==> src/rtl/mem_responder_pkg.sv <==
// Shared types and constants for the memory-side responder:
// FSM states, MMIO page offsets and address-region decode.
package mem_responder_pkg;

   typedef enum logic [1:0] {
      IDLE = 2'd0,
      WAIT = 2'd1,
      RESP = 2'd2
   } state_t;

   typedef enum logic [1:0] {
      REG_RAM   = 2'd0,
      REG_LED   = 2'd1,
      REG_CYCLE = 2'd2,
      REG_ERR   = 2'd3
   } region_t;

   localparam logic [31:0] LED_OFS   = 32'h0000_0000;
   localparam logic [31:0] CYCLE_OFS = 32'h0000_0004;

   function automatic logic is_misaligned(input logic [31:0] a);
      return (a[1:0] != 2'b00);
   endfunction

endpackage

==> src/rtl/mem_responder_wordram.sv <==
// Word-wide RAM: synchronous write with enable, combinational read.
// Contents are deliberately not reset.
module wordram #(
   parameter int DEPTH = 64,
   parameter int AW    = $clog2(DEPTH)
) (
   input  logic          i_clk,
   input  logic          i_we,
   input  logic [AW-1:0] i_addr,
   input  logic [31:0]   i_wdata,
   output logic [31:0]   o_rdata
);

   logic [31:0] r_mem [DEPTH];

   // storage array write port
   always_ff @(posedge i_clk) begin
      if (i_we) begin
         r_mem[i_addr] <= i_wdata;
      end
   end

   assign o_rdata = r_mem[i_addr];

endmodule

==> src/rtl/mem_responder.sv <==
// Req/ack memory responder with programmable wait states, a word RAM and an
// I/O page holding an LED register and a free-running cycle counter.
module mem_responder
   import mem_responder_pkg::*;
#(
   parameter int          DEPTH       = 64,
   parameter int          WAIT_CYCLES = 1,
   parameter logic [31:0] MMIO_BASE   = 32'hFFFF_0000
) (
   input  logic        clk,
   input  logic        reset,
   input  logic        req,
   input  logic        memwrite,
   input  logic [31:0] addr,
   input  logic [31:0] writedata,
   output logic [31:0] readdata,
   output logic        ack,
   output logic        err,
   output logic        busy,
   output logic [7:0]  leds
);

   localparam int         AW      = $clog2(DEPTH);
   localparam logic [3:0] WAIT_LD = 4'(WAIT_CYCLES);

   state_t      r_state;
   state_t      w_state_nxt;
   logic [3:0]  r_wait_cnt;
   logic [3:0]  w_wait_nxt;
   logic        w_enter_resp;

   logic        r_we;
   logic [31:0] r_addr;
   logic [31:0] r_wdata;

   logic        w_acc_we;
   logic [31:0] w_acc_addr;
   logic [31:0] w_acc_wdata;
   region_t     w_region;
   logic [31:0] w_rd_val;

   logic          w_ram_we;
   logic [AW-1:0] w_ram_idx;
   logic [31:0]   w_ram_rdata;
   logic          w_led_we;
   logic          w_cyc_clr;

   logic [31:0] r_readdata;
   logic        r_ack;
   logic        r_err;
   logic        r_busy;
   logic [7:0]  r_leds;
   logic [31:0] r_cycle;

   // next-state and wait-counter logic
   always_comb begin
      w_state_nxt  = r_state;
      w_wait_nxt   = r_wait_cnt;
      w_enter_resp = 1'b0;
      case (r_state)
         IDLE: begin
            if (req) begin
               w_wait_nxt = WAIT_LD;
               if (WAIT_LD == 4'd0) begin
                  w_state_nxt  = RESP;
                  w_enter_resp = 1'b1;
               end else begin
                  w_state_nxt = WAIT;
               end
            end else begin
               w_state_nxt = IDLE;
            end
         end
         WAIT: begin
            if (r_wait_cnt <= 4'd1) begin
               w_wait_nxt   = 4'd0;
               w_state_nxt  = RESP;
               w_enter_resp = 1'b1;
            end else begin
               w_wait_nxt = r_wait_cnt - 4'd1;
            end
         end
         RESP: begin
            w_state_nxt = IDLE;
         end
         default: begin
            w_state_nxt = IDLE;
            w_wait_nxt  = 4'd0;
         end
      endcase
   end

   // With zero wait states the access completes on the capture edge itself,
   // so the live inputs are used instead of the not-yet-captured copies.
   always_comb begin
      if (r_state == IDLE) begin
         w_acc_we    = memwrite;
         w_acc_addr  = addr;
         w_acc_wdata = writedata;
      end else begin
         w_acc_we    = r_we;
         w_acc_addr  = r_addr;
         w_acc_wdata = r_wdata;
      end
   end

   // address region decode
   always_comb begin
      w_region = REG_ERR;
      if (is_misaligned(w_acc_addr)) begin
         w_region = REG_ERR;
      end else if (w_acc_addr[31:AW+2] == '0) begin
         w_region = REG_RAM;
      end else if (w_acc_addr == (MMIO_BASE + LED_OFS)) begin
         w_region = REG_LED;
      end else if (w_acc_addr == (MMIO_BASE + CYCLE_OFS)) begin
         w_region = REG_CYCLE;
      end else begin
         w_region = REG_ERR;
      end
   end

   assign w_ram_idx = w_acc_addr[AW+1:2];

   // read-data selection, always from pre-write contents
   always_comb begin
      w_rd_val = 32'h0000_0000;
      case (w_region)
         REG_RAM:   w_rd_val = w_ram_rdata;
         REG_LED:   w_rd_val = {24'h00_0000, r_leds};
         REG_CYCLE: w_rd_val = r_cycle;
         default:   w_rd_val = 32'h0000_0000;
      endcase
   end

   // RAM is not reset, so its write strobe is gated while reset is held.
   assign w_ram_we  = w_enter_resp & w_acc_we & (w_region == REG_RAM) & reset;
   assign w_led_we  = w_enter_resp & w_acc_we & (w_region == REG_LED);
   assign w_cyc_clr = w_enter_resp & w_acc_we & (w_region == REG_CYCLE);

   wordram #(
      .DEPTH (DEPTH)
   ) u_ram (
      .i_clk   (clk),
      .i_we    (w_ram_we),
      .i_addr  (w_ram_idx),
      .i_wdata (w_acc_wdata),
      .o_rdata (w_ram_rdata)
   );

   // FSM state, wait counter and registered handshake outputs
   always_ff @(posedge clk or negedge reset) begin
      if (!reset) begin
         r_state    <= IDLE;
         r_wait_cnt <= 4'd0;
         r_readdata <= 32'h0000_0000;
         r_ack      <= 1'b0;
         r_err      <= 1'b0;
         r_busy     <= 1'b0;
      end else begin
         r_state    <= w_state_nxt;
         r_wait_cnt <= w_wait_nxt;
         r_ack      <= w_enter_resp;
         r_err      <= w_enter_resp & (w_region == REG_ERR);
         r_busy     <= (w_state_nxt != IDLE);
         if (w_enter_resp) begin
            r_readdata <= w_rd_val;
         end
      end
   end

   // request capture in IDLE
   always_ff @(posedge clk or negedge reset) begin
      if (!reset) begin
         r_we    <= 1'b0;
         r_addr  <= 32'h0000_0000;
         r_wdata <= 32'h0000_0000;
      end else if ((r_state == IDLE) && req) begin
         r_we    <= memwrite;
         r_addr  <= addr;
         r_wdata <= writedata;
      end
   end

   // LED register
   always_ff @(posedge clk or negedge reset) begin
      if (!reset) begin
         r_leds <= 8'h00;
      end else if (w_led_we) begin
         r_leds <= w_acc_wdata[7:0];
      end
   end

   // free-running cycle counter; a write clears it and wins over the increment
   always_ff @(posedge clk or negedge reset) begin
      if (!reset) begin
         r_cycle <= 32'h0000_0000;
      end else if (w_cyc_clr) begin
         r_cycle <= 32'h0000_0000;
      end else begin
         r_cycle <= r_cycle + 32'd1;
      end
   end

   assign readdata = r_readdata;
   assign ack      = r_ack;
   assign err      = r_err;
   assign busy     = r_busy;
   assign leds     = r_leds;

endmodule

==> config.mk <==
export PLATFORM = sky130hd
export DESIGN_NAME = mem_responder
export DESIGN_NICKNAME = d
export VERILOG_FILES = /design/src/rtl/mem_responder_pkg.sv /design/src/rtl/mem_responder_wordram.sv /design/src/rtl/mem_responder.sv
export SDC_FILE = /design/constraint.sdc
export NUM_CORES = 2
export LEC_CHECK = 0
export CAP_MARGIN = 20
export CORE_UTILIZATION = 50
export CTS_BUF_LIST = sky130_fd_sc_hd__clkbuf_4 sky130_fd_sc_hd__clkbuf_8 sky130_fd_sc_hd__clkbuf_16
export CTS_CLUSTER_DIAMETER = 50
export DETAILED_ROUTE_END_ITERATION = 8
export GPL_TIMING_DRIVEN = 1
export PLACE_DENSITY = 0.73
export SYNTH_ARGS = -nofsm -noshare
export SYNTH_HDL_FRONTEND = slang
export SYNTH_SLANG_ARGS = --single-unit
==> constraint.sdc <==
create_clock -name clk -period 5.75 [get_ports clk]
set_input_delay 0.575 -clock clk [delete_from_list [all_inputs] [get_ports clk]]
set_output_delay 0.575 -clock clk [all_outputs]
set_load 0.02 [all_outputs]
==> summary.txt <==
Power and ir drop
  • Reg power frac: between 30 and 40%
  • Combinational fraction of design power: 34.5%
  • Net Sw Frac: between 30% and 40%
  • Int Pwr: around 33 mW
  • NetSw: 19.8 mW
  • Lkg Pwr: 33.4 nW
  • Clock network power share: around a quarter
  • Power Density: 537 mW/mm2
  • Max VDD drop: between 500 and 600 uV

CTS
  • Worst-path clk slew: approximately 60 ps
  • Post-CTS Setup Inserts: 0
  • Clock root buffer master: clkbuf_16
  • Num CTS Buffers: 208
  • Clock Latency Late Sink: roughly 890 ps
  • H-tree depth: 4
  • TritonCTS Sinks: approximately 2200
  • CTS tree: done
  • Max clock buf depth: 3

Timing
  • TNS Setup: 0 ps
  • Worst hold margin: between 200 and 250 ps
  • Fin crit share: a little over four fifths
  • Setup-failing EPs final: 0
  • Layout Skew: between 60 and 70 ps
  • Hold Violations, Final: 0
  • Slew Limit Fails: 0
  • Unrepaired setup endpoints after global routing: no
  • Period minus WS final: between 4000 and 5000 ps
  • Final worst slack: 895 ps
  • Achievable Freq: 206 MHz
  • Slew @ Worst Pin: around 1400 ps
  • Worst rel slew slack: 9.64%

Finish
  • Most frequent cells in the layout: edfxtp_1, nand2_1, mux2i_1, nand3_1, clkbuf_16
  • Layout cell share with drive strength beyond 1: around 15%
  • Area growth from synthesis to layout: 14.7%
  • Post-layout nets: 5950
  • Fillers: 12500
  • Non-Filler Instances: ~8400
  • Leading cell type in the layout, fill and taps excluded: edfxtp_1
  • Cell area after layout: ~0.099 mm2

Setup path
  • Slowest cell on the critical path: or4_1
  • R2r worst-path depth: 9
  • Critical Path End Type: flop
  • Required time worst endpoint: roughly 6500 ps
  • Cell Chain, Critical Path: buf_4 > or3b_1 > nand2_8 > nor2_1 > buf_4 > a32oi_1 > a21oi_1 > or4_1 > o31ai_1
  • Reg2reg end: readdata[5]
  • CP most frequent cell: buf_4
  • Worst Setup Start Kind: flop
  • Crit-path leading delay family: simple AND/OR/NAND/NOR gates
  • CP arrival: 5550 ps
  • Critical path type: reg -> reg
  • Crit path largest cell delay: about 740 ps
  • Worst Path Buf+Inv: 2
  • Critical Path Source: r_state[1]
  • R2r setup slk: 890 ps
  • Worst path depth: 9
  • CP max FO: between 40 and 50
  • R2R Path Start: r_state[1]
  • Worst setup endpoint: readdata[5]

Place
  • Placed Area: around 0.09 mm2
  • HPWL after DPL: approximately 160 mm
  • Buffers on Ports: 110
  • Worst slack at placement: approximately 860 ps
  • Routability cong.: 0.919
  • Dpl cells: ~8000

Logic synthesis
  • Synthesized flop and latch total: about 2200
  • Synth Flop Type: edfxtp_1
  • Post-synth ARST share: under 10%
  • Post-Synthesis Cells: 5661
  • Main combinational cell family by area after synthesis: simple AND/OR/NAND/NOR gates
  • Post-synth EDFFs: roughly 2000
  • XOR/XNOR share of the synthesized area: less than 1%
  • Area fraction in compound gates after synthesis: roughly 6.9%
  • Synthesized net count: roughly 5700
  • Cell area after synthesis: 0.0866 mm2
  • Adder-cell share of the synthesized area: less than 1%
  • Register area share after synthesis: around 75%
  • Post-synthesis cell type count: 94
  • Syn_area_per_cell: between 15 and 20 um2
  • Multiplexer share of the synthesized area: slightly below 7%
  • Syn. warnings: 0
  • Synth Area in Simple Gates: around 8.5%

Routing
  • Routed Antenna Nets: 0
  • Vias: about 56000
  • Wire per inst: between 30 and 40 um
  • Final Routed Wirelength: 283 mm
  • DR iter-0 viols: approximately 10000
  • Drt drc: 0
  • Drt first pass iters: 8
  • Vias/cell: 6.68

Global route
  • First-pass GRT wire length: between 300 and 400 mm
  • Met1 Use GR: around two fifths
  • Busiest grt layer: met2
  • Gr usage total: between 30% and 40%
  • Gr ovfl total: 0
  • Number of global-route vias before repair: between 50000 and 60000
  • Initial antenna violation count: 13
  • Routing usage on met2: a little under half
  • GR met3 Demand/Resource: a little over a tenth
  • Largest net degree at the start of global routing: 98

Die
  • Initial Utilization: between 50% and 60%
  • FP Rows: 152
  • Die width: around 420 um
  • Die area: 0.175 mm2
  • Chip Height: 418 um
  • Core area: between 0.15 and 0.2 mm2
  • I/O pin count: 111

Min path
  • Worst hold path type: in -> async

Run
  • Max_cap viols: 0

Run status
  • Status: complete, no violations
## how the worst min path moves through the flow
stage                          to  cells after the start          start  slack (ps)
finish                  r_addr[0]                      2          reset         220
floorplan                     ack                      0          reset         280
CTS                     r_addr[8]                      2          reset         190
detailed placement  r_wait_cnt[3]                      1  r_wait_cnt[3]         490
global route            r_addr[8]                      2          reset         230
global placement    r_wait_cnt[3]                      1  r_wait_cnt[3]         470
## kinds of logic after synthesis
family | count (synthesis)
AOI/OAI and AO/OA | 858
buffers and inverters | 365
and+or+nand+nor | 1694
xor gates and xnor gates | 30
muxes | 517
DFF | 2194
adders and majority gates | 3
## through the flow
step	util [%]	power (mW)
floorplan	-	31.8
global placement	53.6	38.2
detailed placement	53.6	38.7
CTS	57.7	52.5
global route	57.8	54.4
finish	57.8	53.3
## metal layers
metal / vias to the layer above / part of all wire (%)
li1: 22400 / -
met3: 943 / 16
met4: 21 / 7.1
met1: 27700 / 34
met5: - / 0.15
met2: 4941 / 43
## power groups by stage
stage | clock [mW] | sequential [mW] | combinational [mW]
final | 14.0 | 20.9 | 18.4
after global routing | 14.6 | 20.9 | 18.9
after CTS | 14.0 | 20.9 | 17.6
after detailed placement | 0 | 21.2 | 17.5
after global placement | 0 | 21.2 | 17.0
after floorplan | 0 | 21.3 | 10.5
## Yosys cell counts (all sizes together) (39+ instances only)
master	number	area [um2]
clkbuf	101	383
mux2	98	1100
a21oi	204	1020
and3	64	400
nor2	151	579
mux4	47	1060
mux2i	372	3720
dfrtp	146	3650
o22ai	57	357
o221ai	62	543
a31oi	101	632
nand2	1072	4030
buf	255	1420
a32oi	138	1210
a211oi	39	298
nor4	66	434
o21ai	69	353
nand3	233	1170
edfxtp	2048	61500
## timing repair
item	CTS	global route
resized for setup	0	0
endpoints found under the hold margin	38	0
hold buffers	1	0
## final cells by class
cell class                 instances  area, um2  area share (%)
inverter                           9       33.8          0.0340
timing repair buffer             364       3860            3.88
antenna                            3       7.51         0.00756
tap                             2310       2890            2.91
clock buffer                     280       5840            5.88
sequential                      2194      65200            65.6
clock inverter                   113       1220            1.22
multi-input combinational       3102      20300            20.5
## registers in the layout, summed over array words and instances, names as in the netlist
register     cells
ack              1
readdata        32
r_wait_cnt       4
r_addr          32
leds             8
u_ram.r_mem   2048
err              1
r_state          2
r_wdata         32
r_we             1
r_cycle         32
busy             1
Note: power is estimated with default switching activity, not from simulation.
